[src/rtl/ingress_requester.sv]
// ingress_requester: per-port ingress FIFO that only presents complete frames.
// A speculative write pointer collects a frame; it is committed on the last
// beat so out_valid never sees a partial frame. A frame that outgrows the FIFO
// is dropped and the rest of it is swallowed.
// Optional feature macro: INGRESS_DROP_CNT_EN (saturating dropped-frame counter).
//
// state   | meaning
// WR_HDR  | next accepted beat starts a frame and supplies dst
// WR_BODY | inside a frame, beats tagged with the latched dst
// WR_DROP | frame overflowed, discard beats until s_last
module ingress_requester #(
  parameter int N_PORTS    = 4,
  parameter int IDX_WIDTH  = $clog2(N_PORTS),
  parameter int DATA_WIDTH = 8,
  parameter int DEPTH      = 16
) (
  input  logic                       clk,
  input  logic                       reset,
  input  logic [DATA_WIDTH-1:0]      s_data,
  input  logic                       s_valid,
  input  logic                       s_last,
  output logic                       s_ready,
  output logic [DATA_WIDTH-1:0]      out_data,
  output logic                       out_valid,
  output logic                       out_last,
  output logic [IDX_WIDTH-1:0]       out_dst,
  input  logic                       out_ready,
  output logic                       drop_pulse,
  output logic [15:0]                drop_count,
  output logic [$clog2(DEPTH):0]     frame_count
);

  localparam int AW = $clog2(DEPTH);
  localparam int PW = AW + 1;
  localparam int EW = IDX_WIDTH + 1 + DATA_WIDTH;

  typedef enum logic [1:0] {WR_HDR, WR_BODY, WR_DROP} wr_state_t;

  wr_state_t state_q, state_d;

  logic [EW-1:0]        mem [DEPTH];
  logic [PW-1:0]        wr_spec_q, wr_com_q, rd_q, fc_q;
  logic [IDX_WIDTH-1:0] dst_q, wr_dst;
  logic [PW-1:0]        occupancy, uncommitted;
  logic                 full, overflow;
  logic                 do_write, do_commit, do_drop;
  logic                 rd_en, rd_last;

  assign occupancy   = wr_spec_q - rd_q;
  assign uncommitted = wr_spec_q - wr_com_q;
  assign full        = (occupancy == PW'(DEPTH));
  // Only a frame that alone fills the FIFO can never drain, so only then drop.
  assign overflow    = full && (uncommitted == PW'(DEPTH)) && (state_q != WR_DROP);
  assign wr_dst      = (state_q == WR_HDR) ? s_data[IDX_WIDTH-1:0] : dst_q;

  assign {out_dst, out_last, out_data} = mem[rd_q[AW-1:0]];
  assign out_valid   = (fc_q != '0);
  assign rd_en       = out_valid && out_ready;
  assign rd_last     = rd_en && out_last;
  assign frame_count = fc_q;

  // Write FSM state register.
  always_ff @(posedge clk) begin
    if (reset) state_q <= WR_HDR;
    else       state_q <= state_d;
  end

  // Write FSM next state, acceptance and write/commit/drop decisions.
  always_comb begin
    state_d   = state_q;
    s_ready   = (state_q == WR_DROP) || !full || overflow;
    do_write  = 1'b0;
    do_commit = 1'b0;
    do_drop   = 1'b0;
    case (state_q)
      WR_HDR, WR_BODY: begin
        if (s_valid && s_ready) begin
          if (overflow) begin
            do_drop = 1'b1;
            state_d = s_last ? WR_HDR : WR_DROP;
          end else begin
            do_write = 1'b1;
            if (s_last) begin
              do_commit = 1'b1;
              state_d   = WR_HDR;
            end else begin
              state_d = WR_BODY;
            end
          end
        end
      end
      WR_DROP: begin
        if (s_valid && s_last) state_d = WR_HDR;
      end
      default: state_d = WR_HDR;
    endcase
  end

  // Pointers, frame count, dst latch and drop pulse.
  always_ff @(posedge clk) begin
    if (reset) begin
      wr_spec_q  <= '0;
      wr_com_q   <= '0;
      rd_q       <= '0;
      fc_q       <= '0;
      dst_q      <= '0;
      drop_pulse <= 1'b0;
    end else begin
      drop_pulse <= do_drop;
      if (do_write) begin
        wr_spec_q <= wr_spec_q + PW'(1);
        dst_q     <= wr_dst;
      end
      if (do_commit) wr_com_q  <= wr_spec_q + PW'(1);
      if (do_drop)   wr_spec_q <= wr_com_q;
      if (rd_en)     rd_q      <= rd_q + PW'(1);
      case ({do_commit, rd_last})
        2'b10:   fc_q <= fc_q + PW'(1);
        2'b01:   fc_q <= fc_q - PW'(1);
        default: fc_q <= fc_q;
      endcase
    end
  end

  // Beat storage; contents are not reset, pointers define validity.
  always_ff @(posedge clk) begin
    if (do_write) mem[wr_spec_q[AW-1:0]] <= {wr_dst, s_last, s_data};
  end

`ifdef INGRESS_DROP_CNT_EN
  logic [15:0] drop_cnt_q;

  // Saturating count of dropped frames.
  always_ff @(posedge clk) begin
    if (reset)                                   drop_cnt_q <= '0;
    else if (drop_pulse && drop_cnt_q != 16'hFFFF) drop_cnt_q <= drop_cnt_q + 16'd1;
  end

  assign drop_count = drop_cnt_q;
`else
  assign drop_count = '0;
`endif

endmodule

[config.mk]
export PLATFORM = sky130hd
export DESIGN_NAME = ingress_requester
export DESIGN_NICKNAME = d
export VERILOG_FILES = /design/src/rtl/ingress_requester.sv
export SDC_FILE = /design/constraint.sdc
export NUM_CORES = 1
export LEC_CHECK = 0
export CORE_MARGIN = 2
export CORE_UTILIZATION = 59
export CTS_CLUSTER_DIAMETER = 150
export DETAILED_ROUTE_END_ITERATION = 8
export PLACE_DENSITY = 0.83
export SKIP_LAST_GASP = 1
export SYNTH_ARGS = -nofsm -noshare
export SYNTH_HDL_FRONTEND = slang
export SYNTH_SLANG_ARGS = --single-unit
[constraint.sdc]
create_clock -name clk -period 4.11 [get_ports clk]
set_input_delay 0.822 -clock clk [delete_from_list [all_inputs] [get_ports clk]]
set_output_delay 0.822 -clock clk [all_outputs]
set_load 0.03 [all_outputs]
==> metrics.txt, run 1 <==
# TYPE chip_impl_metric gauge
chip_impl_metric{name="synth_compound_area_share",unit="%"} 3.74
chip_impl_metric{name="total_power",unit="mW"} 5.21
chip_impl_metric{name="std_cell_rows",unit=""} 44
chip_impl_metric{name="pre_cts_ws",unit="ps"} 592
chip_impl_info{name="synth-main-ff-cell",value="edfxtp_1"} 1
chip_impl_metric{name="ys_seq_elements",unit=""} 205
chip_impl_info{name="endpoint",value="out_dst[0]"} 1
chip_impl_metric{name="setup_viol",unit=""} 0
chip_impl_metric{name="grt_first_pass_wirelength",unit="µm"} 27100
chip_impl_metric{name="timing.reg2reg.worst_path_depth",unit=""} 16
chip_impl_metric{name="reg2reg_setup_slack",unit="ps"} 600
chip_impl_info{name="hold_path_class",value="reg2reg"} 1
chip_impl_info{name="ctsRootBufferMaster",value="clkbuf_16"} 1
chip_impl_metric{name="maxSlewViolCount",unit=""} 0
chip_impl_metric{name="place_area",unit="µm²"} 9230
chip_impl_metric{name="initial_core_util",unit="%"} 59.8
chip_impl_metric{name="floorplan.die.height",unit="µm"} 125
chip_impl_metric{name="drt_pass1_iterations",unit=""} 5
chip_impl_metric{name="worstMarginPinSlew",unit="ps"} 993
chip_impl_metric{name="drt-vias-per-instance",unit=""} 6.06
chip_impl_info{name="unrepaired_setup_endpoints_after_global_routing",value="false"} 1
chip_impl_info{name="reg2reg_to",value="frame_count[4]"} 1
chip_impl_metric{name="dr_total_vias",unit=""} 4517
chip_impl_metric{name="count_of_pins_on_the_block_boundary",unit=""} 48
chip_impl_info{name="synth_area_leaders",value="edfxtp_1 (61%), mux4_2 (14%), dfxtp_1 (6.7%), ha_1 (2.5%), nor2_1 (1.4%)"} 1
chip_impl_metric{name="wirelength_routed",unit="µm"} 17400
chip_impl_metric{name="fin_setup_tns",unit="ps"} 0
chip_impl_metric{name="grt_antenna_before_repair",unit=""} 0
chip_impl_metric{name="floorplan.core_area",unit="µm²"} 14400
chip_impl_metric{name="cts_buffers",unit=""} 22
chip_impl_metric{name="final.period_utilization",unit="%"} 94.5
chip_impl_metric{name="syn_area_per_cell",unit="µm²"} 17.7
chip_impl_metric{name="gp_routability_congestion",unit=""} 0.794
chip_impl_info{name="cp-start-kind",value="register"} 1
chip_impl_metric{name="finalCriticalPeriod",unit="ps"} 3880
chip_impl_metric{name="worst_ep_arrival_time",unit="ps"} 3060
chip_impl_info{name="synth_top_family_by_area",value="multiplexers"} 1
chip_impl_metric{name="synth_xor_area_share",unit="%"} 1.52
chip_impl_metric{name="max_freq",unit="MHz"} 257
chip_impl_metric{name="detail_route.iter0.violations",unit=""} 383
chip_impl_metric{name="syn_area",unit="µm²"} 8620
chip_impl_info{name="synthDominantAreaCellType",value="edfxtp_1"} 1
chip_impl_info{name="path_type_of_the_worst_setup_path",value="reg2out"} 1
chip_impl_metric{name="power.density_cell_area",unit="nW/µm²"} 523
chip_impl_metric{name="finish.net_count",unit=""} 576
chip_impl_metric{name="antenna-diode-count",unit=""} 0
chip_impl_metric{name="slew_headroom",unit="%"} 33.6
chip_impl_info{name="critical-path-top-delay-family",value="multiplexers"} 1
chip_impl_metric{name="power.ir.vdd_worst",unit="µV"} 365
chip_impl_metric{name="synth_sequential_area_ratio",unit="%"} 68.0
chip_impl_metric{name="max_root_sink_buffers",unit=""} 3
chip_impl_metric{name="synth.area.mux_share",unit="%"} 14.7
chip_impl_info{name="crit_slowest_cell",value="clkdlybuf4s50_1"} 1
chip_impl_metric{name="unique_cell_type_count_in_the_yosys_netlist",unit=""} 53
chip_impl_metric{name="grtUsageTotal",unit="%"} 22.9
chip_impl_metric{name="wl_per_cell",unit="µm"} 23.3
chip_impl_info{name="outcome",value="completed"} 1
chip_impl_info{name="cts_tree",value="yes"} 1
chip_impl_metric{name="synth_adder_area_share",unit="%"} 2.70
chip_impl_metric{name="drcViolationCount",unit=""} 0
chip_impl_metric{name="filler_cell_count",unit=""} 917
chip_impl_metric{name="die_wd",unit="µm"} 125
chip_impl_metric{name="dp_hpwl",unit="µm"} 10300
chip_impl_metric{name="worst_path_largest_cell_delay",unit="ps"} 620
chip_impl_metric{name="synth-simple-area-share",unit="%"} 5.82
chip_impl_metric{name="clk_latency",unit="ps"} 500
chip_impl_metric{name="postCtsHoldBufs",unit=""} 0
chip_impl_metric{name="synthArstFlopShare",unit="%"} 0
chip_impl_metric{name="synth.yosys.warnings",unit=""} 0
chip_impl_metric{name="fin_skew",unit="ps"} 11.2
chip_impl_metric{name="synthesis.instances",unit=""} 487
chip_impl_info{name="final_common_cell",value="edfxtp_1"} 1
chip_impl_metric{name="grt_start_max_net_pins",unit=""} 37
chip_impl_metric{name="final_antenna_net_count",unit=""} 0
chip_impl_metric{name="post-synth-top-area-fraction",unit="%"} 61.3
chip_impl_metric{name="grt.overflow.total",unit=""} 0
chip_impl_metric{name="h-tree-depth",unit=""} 1
chip_impl_metric{name="final_number_of_hold_violating_endpoints",unit=""} 0
chip_impl_metric{name="cp_data_required_time",unit="ps"} 3290
chip_impl_info{name="most-common-layout-cells",value="edfxtp_1 (176), mux4_2 (55), nor2_1 (33)"} 1
chip_impl_metric{name="drive_gt1_share",unit="%"} 23.0
chip_impl_metric{name="path_buf_inv",unit=""} 2
chip_impl_metric{name="stdcell_area",unit="µm²"} 9960
chip_impl_metric{name="clock_sinks",unit=""} 205
chip_impl_info{name="critical_path.cell_chain",value="buf_12 > mux4_2 > mux4_2 > clkdlybuf4s50_1"} 1
chip_impl_metric{name="synth_edf_count",unit=""} 176
chip_impl_metric{name="clk_pin_slew_worst_paths",unit="ps"} 60
chip_impl_metric{name="total_die_area",unit="µm²"} 15600
chip_impl_metric{name="grt_pass1_vias",unit=""} 4745
chip_impl_metric{name="cellLeakagePower",unit="nW"} 3.31
chip_impl_info{name="worstReg2RegStart",value="wr_spec_q[0]"} 1
chip_impl_metric{name="max_cap_violations",unit=""} 0
chip_impl_metric{name="place.port_buffers",unit=""} 31
chip_impl_metric{name="post-route-worst-setup-slack",unit="ps"} 226
chip_impl_metric{name="area_growth",unit="%"} 15.5
chip_impl_info{name="cpMostUsedCell",value="mux4_2"} 1
chip_impl_info{name="critPathCaptureType",value="output port"} 1
chip_impl_metric{name="critical_path_depth",unit=""} 4
chip_impl_metric{name="critical_path_fanouts_max",unit=""} 36
==> sequential cells by signal (all words and copies together), names as in the netlist, named ones only <==
name         flops
dst_q            2
state_q          2
mem            176
drop_pulse       1
frame_count      5
wr_com_q         5
rd_q             5
wr_spec_q        5
==> report_power, final <==
| group | internal [mW] | switching (mW) |
|---|---|---|
| Clock | 1.14 | 0.775 |
| Sequential | 2.34 | 0.0588 |
| Combinational | 0.426 | 0.473 |
==> metal layers <==
metal / GRT usage [%] / up-vias / share of wire, %
met2: 40.0 / 157 / 52
met4: 7.52 / 0 / 3.0
met1: 29.4 / 2300 / 38
met3: 3.95 / 40 / 6.4
li1: - / 2020 / -
met5: 0 / - / 0
==> what timing repair did <==
action | 4_1_cts | 5_1_grt
endpoints found under the setup margin | 0 | 1
gates resized for setup | 0 | 1
hold endpoints to repair | 0 | 0
buffers inserted | 0 | 1
==> synthesized netlist by cell type, types with 4 or more instances <==
master,number
a211oi_1,8
a21oi_1,11
and3_1,4
and4_1,4
and4b_1,8
buf_2,4
buf_4,16
clkbuf_1,16
dfxtp_1,29
edfxtp_1,176
ha_1,17
inv_1,19
mux4_2,55
nand2_1,10
nand4_1,6
nor2_1,33
nor2b_1,4
nor3_1,5
nor4b_1,4
o21ai_0,4
xnor2_1,10
xor2_1,5
==> kinds of logic (layout without fill, tap and decap cells) <==
group | Yosys count | after routing
compound gates | 42 | 42
xor+xnor | 15 | 15
fa+ha+maj | 18 | 18
buf+inv | 58 | 117
flops | 205 | 205
mux | 58 | 58
other cells | 1 | 16
simple gates | 90 | 90
==> per-stage QoR <==
step | hold slack [ps] | util [%] | std cells
2_1_floorplan | 434 | - | 502
3_3_place_gp | 441 | 64.0 | 704
3_5_place_dp | 467 | 64.0 | 704
4_1_cts | 476 | 69.0 | 744
5_1_grt | 502 | 69.0 | 745
6_report | 474 | 69.0 | 745
==> worst register-to-register path: cells and delay by family, from the launching register on <==
kind	cells	cell delay [ps]
xor gates and xnor gates	1	150
buffers and inverters	3	400
adders and majority gates	3	810
AOI/OAI and AO/OA	3	500
and+or+nand+nor	6	1120
DFF	1	380
==> worst min-delay path by stage <==
stage                     startpoint  endpoint  slack [ps]  depth (start not counted)
after global routing        dst_q[1]  dst_q[1]         500                          2
after CTS                   dst_q[1]  dst_q[1]         480                          2
final                       dst_q[1]  dst_q[1]         470                          2
after detailed placement    dst_q[1]  dst_q[1]         470                          2
after global placement      dst_q[0]  dst_q[0]         440                          2
after floorplan             dst_q[0]  dst_q[0]         430                          2
==> layout make-up <==
class	instances	area, µm²	area share (%)
Clock buffer	28	626	6.28
Inverter	19	71.3	0.716
Sequential cell	205	5870	58.9
Clock inverter	12	90.1	0.905
Multi-Input combinational cell	239	2540	25.6
Timing Repair Buffer	58	528	5.30
Tap cell	184	230	2.31
Power figures use the tool's default switching activity.
==> run 2: changes to the inputs <==
- clock period: 4.11 -> 4.2 ns (I/O delays scaled with it)
==> run 2 against run 1 <==
Clock skew grew 7.5 ps. Largest cell class unchanged. Critical path type unchanged. Critical path depth did not move. Power fell by 2.0%.
==> metrics.txt, run 2 (synthesis gave the netlist of run 1 again) <==
# TYPE chip_impl_metric gauge
chip_impl_metric{name="slew_headroom",unit="%"} 27.1
chip_impl_metric{name="final_number_of_hold_violating_endpoints",unit=""} 0
chip_impl_metric{name="dr_total_vias",unit=""} 4482
chip_impl_metric{name="max_root_sink_buffers",unit=""} 3
chip_impl_metric{name="wirelength_routed",unit="µm"} 17200
chip_impl_info{name="critical-path-top-delay-family",value="buffers and inverters"} 1
chip_impl_metric{name="cts_buffers",unit=""} 22
chip_impl_info{name="ctsRootBufferMaster",value="clkbuf_16"} 1
chip_impl_metric{name="total_die_area",unit="µm²"} 15600
chip_impl_info{name="cts_tree",value="yes"} 1
chip_impl_metric{name="finish.utilization",unit="%"} 68.6
chip_impl_metric{name="grtUsageTotal",unit="%"} 22.6
chip_impl_metric{name="setup_viol",unit=""} 0
chip_impl_metric{name="grt.overflow.total",unit=""} 0
chip_impl_metric{name="worst_ep_arrival_time",unit="ps"} 2980
chip_impl_metric{name="final_antenna_net_count",unit=""} 0
chip_impl_metric{name="floorplan.core_area",unit="µm²"} 14400
chip_impl_metric{name="gp_routability_congestion",unit=""} 0.823
chip_impl_info{name="hold_path_class",value="reg2reg"} 1
chip_impl_metric{name="fin_setup_tns",unit="ps"} 0
chip_impl_metric{name="initial_core_util",unit="%"} 59.8
chip_impl_metric{name="critical_path_fanouts_max",unit=""} 25
chip_impl_metric{name="h-tree-depth",unit=""} 1
chip_impl_metric{name="drive_gt1_share",unit="%"} 21.3
chip_impl_metric{name="cp_data_required_time",unit="ps"} 3360
chip_impl_metric{name="final.period_utilization",unit="%"} 91.0
chip_impl_metric{name="drt_pass1_iterations",unit=""} 5
chip_impl_metric{name="grt_start_max_net_pins",unit=""} 27
chip_impl_metric{name="dp_hpwl",unit="µm"} 10300
chip_impl_info{name="critical_path.cell_chain",value="buf_12 > mux4_2 > mux4_2 > clkdlybuf4s50_1"} 1
chip_impl_metric{name="fin_skew",unit="ps"} 18.8
chip_impl_metric{name="max_cap_violations",unit=""} 0
chip_impl_metric{name="clk_latency",unit="ps"} 510
chip_impl_metric{name="drcViolationCount",unit=""} 0
chip_impl_info{name="critPathCaptureType",value="output port"} 1
chip_impl_metric{name="grt_pass1_vias",unit=""} 4592
chip_impl_metric{name="path_buf_inv",unit=""} 2
chip_impl_metric{name="std_cell_rows",unit=""} 44
chip_impl_metric{name="flip_flop_count_of_the_largest_register_after_layout",unit=""} 176
chip_impl_metric{name="count_of_pins_on_the_block_boundary",unit=""} 48
chip_impl_metric{name="wl_per_cell",unit="µm"} 23.5
chip_impl_info{name="most-common-layout-cells",value="edfxtp_1 (176), mux4_2 (55), nor2_1 (33)"} 1
chip_impl_metric{name="worstMarginPinSlew",unit="ps"} 1090
chip_impl_metric{name="cellLeakagePower",unit="nW"} 3.25
chip_impl_info{name="final_common_cell",value="edfxtp_1"} 1
chip_impl_metric{name="area_growth",unit="%"} 14.8
chip_impl_metric{name="power.ir.vdd_worst",unit="µV"} 341
chip_impl_info{name="crit_slowest_cell",value="dfxtp_2"} 1
chip_impl_metric{name="die_wd",unit="µm"} 125
chip_impl_metric{name="finish.net_count",unit=""} 567
chip_impl_metric{name="grt_antenna_before_repair",unit=""} 0
chip_impl_metric{name="clk_pin_slew_worst_paths",unit="ps"} 60
chip_impl_info{name="cpMostUsedCell",value="mux4_2"} 1
chip_impl_metric{name="drt-vias-per-instance",unit=""} 6.11
chip_impl_metric{name="floorplan.die.height",unit="µm"} 125
chip_impl_info{name="path_type_of_the_worst_setup_path",value="reg2out"} 1
chip_impl_metric{name="maxSlewViolCount",unit=""} 0
chip_impl_metric{name="worst_path_largest_cell_delay",unit="ps"} 780
chip_impl_info{name="outcome",value="completed"} 1
chip_impl_metric{name="clock_sinks",unit=""} 205
chip_impl_metric{name="detail_route.iter0.violations",unit=""} 376
chip_impl_metric{name="max_freq",unit="MHz"} 262
chip_impl_metric{name="place.port_buffers",unit=""} 31
chip_impl_metric{name="finalCriticalPeriod",unit="ps"} 3820
chip_impl_metric{name="grt_first_pass_wirelength",unit="µm"} 26500
chip_impl_info{name="unrepaired_setup_endpoints_after_global_routing",value="false"} 1
chip_impl_metric{name="power.density_cell_area",unit="nW/µm²"} 516
chip_impl_info{name="cp-start-kind",value="register"} 1
chip_impl_metric{name="antenna-diode-count",unit=""} 0
==> run 2: report_power, final <==
group | total, mW | leakage [nW] | internal [mW] | switching (mW)
clock | 1.88 | 0.342 | 1.11 | 0.766
sequential | 2.34 | 1.83 | 2.29 | 0.0588
combinational | 0.884 | 1.08 | 0.420 | 0.464
==> run 2: layout make-up <==
class	count	area, µm²
clock buffer	27	579
clock inverter	10	126
fill	911	4530
inverter	19	71.3
multi-input combinational	239	2540
sequential	205	5870
tap	184	230
timing repair buffer	49	473
==> run 2: stage by stage <==
step           power [mW]  area, µm²  std cells  hold WS, ps  worst slack [ps]
3_5_place_dp         3.27       9170        694          451               572
3_3_place_gp         3.24       9170        694          441               680
2_1_floorplan        3.01       8680        502          434               877
4_1_cts              5.14       9880        731          460               151
5_1_grt              5.29       9890        733          479               129
6_report             5.11       9890        733          458               380
==> run 2: worst register-to-register path: stages (launching register included) <==
cell and delay [ps]:
dfxtp_1 520, ha_1 330, or4_1 550, o21ai_0 240, a211oi_4 200, inv_1 100
ha_1 230, inv_1 110, fa_1 390, nor2b_1 160, o21ai_0 120, and3_1 190
nor3_1 180, xnor2_1 150, nor2_1 50
==> run 2: layer usage <==
| metal | track usage (%) | up-vias | routed length, µm | share of wire (%) |
|---|---|---|---|---|
| li1 | - | 1998 | - | - |
| met1 | 31.0 | 2293 | 6910 | 40 |
| met2 | 37.6 | 155 | 8830 | 51 |
| met3 | 3.95 | 36 | 1030 | 6.0 |
| met4 | 7.25 | 0 | 465 | 2.7 |
| met5 | 0 | - | 0 | 0 |
==> run 2: timing repair <==
action,in CTS,in global routing
setup endpoints to repair,0,1
gates resized for setup,0,1
hold buffers,0,0
setup buffers,0,2
hold endpoints to repair,0,0
==> run 2: final timing paths <==
| check | start | end | slack (ps) | cells past startpoint |
|---|---|---|---|---|
| worst max register to register | wr_spec_q[3] | frame_count[4] | 540 | 14 |
| worst min register to register | dst_q[0] | dst_q[0] | 460 | 2 |
| worst min-delay path | dst_q[0] | dst_q[0] | 460 | 2 |
| worst max-delay path | register | out_data[4] | 380 | 4 |
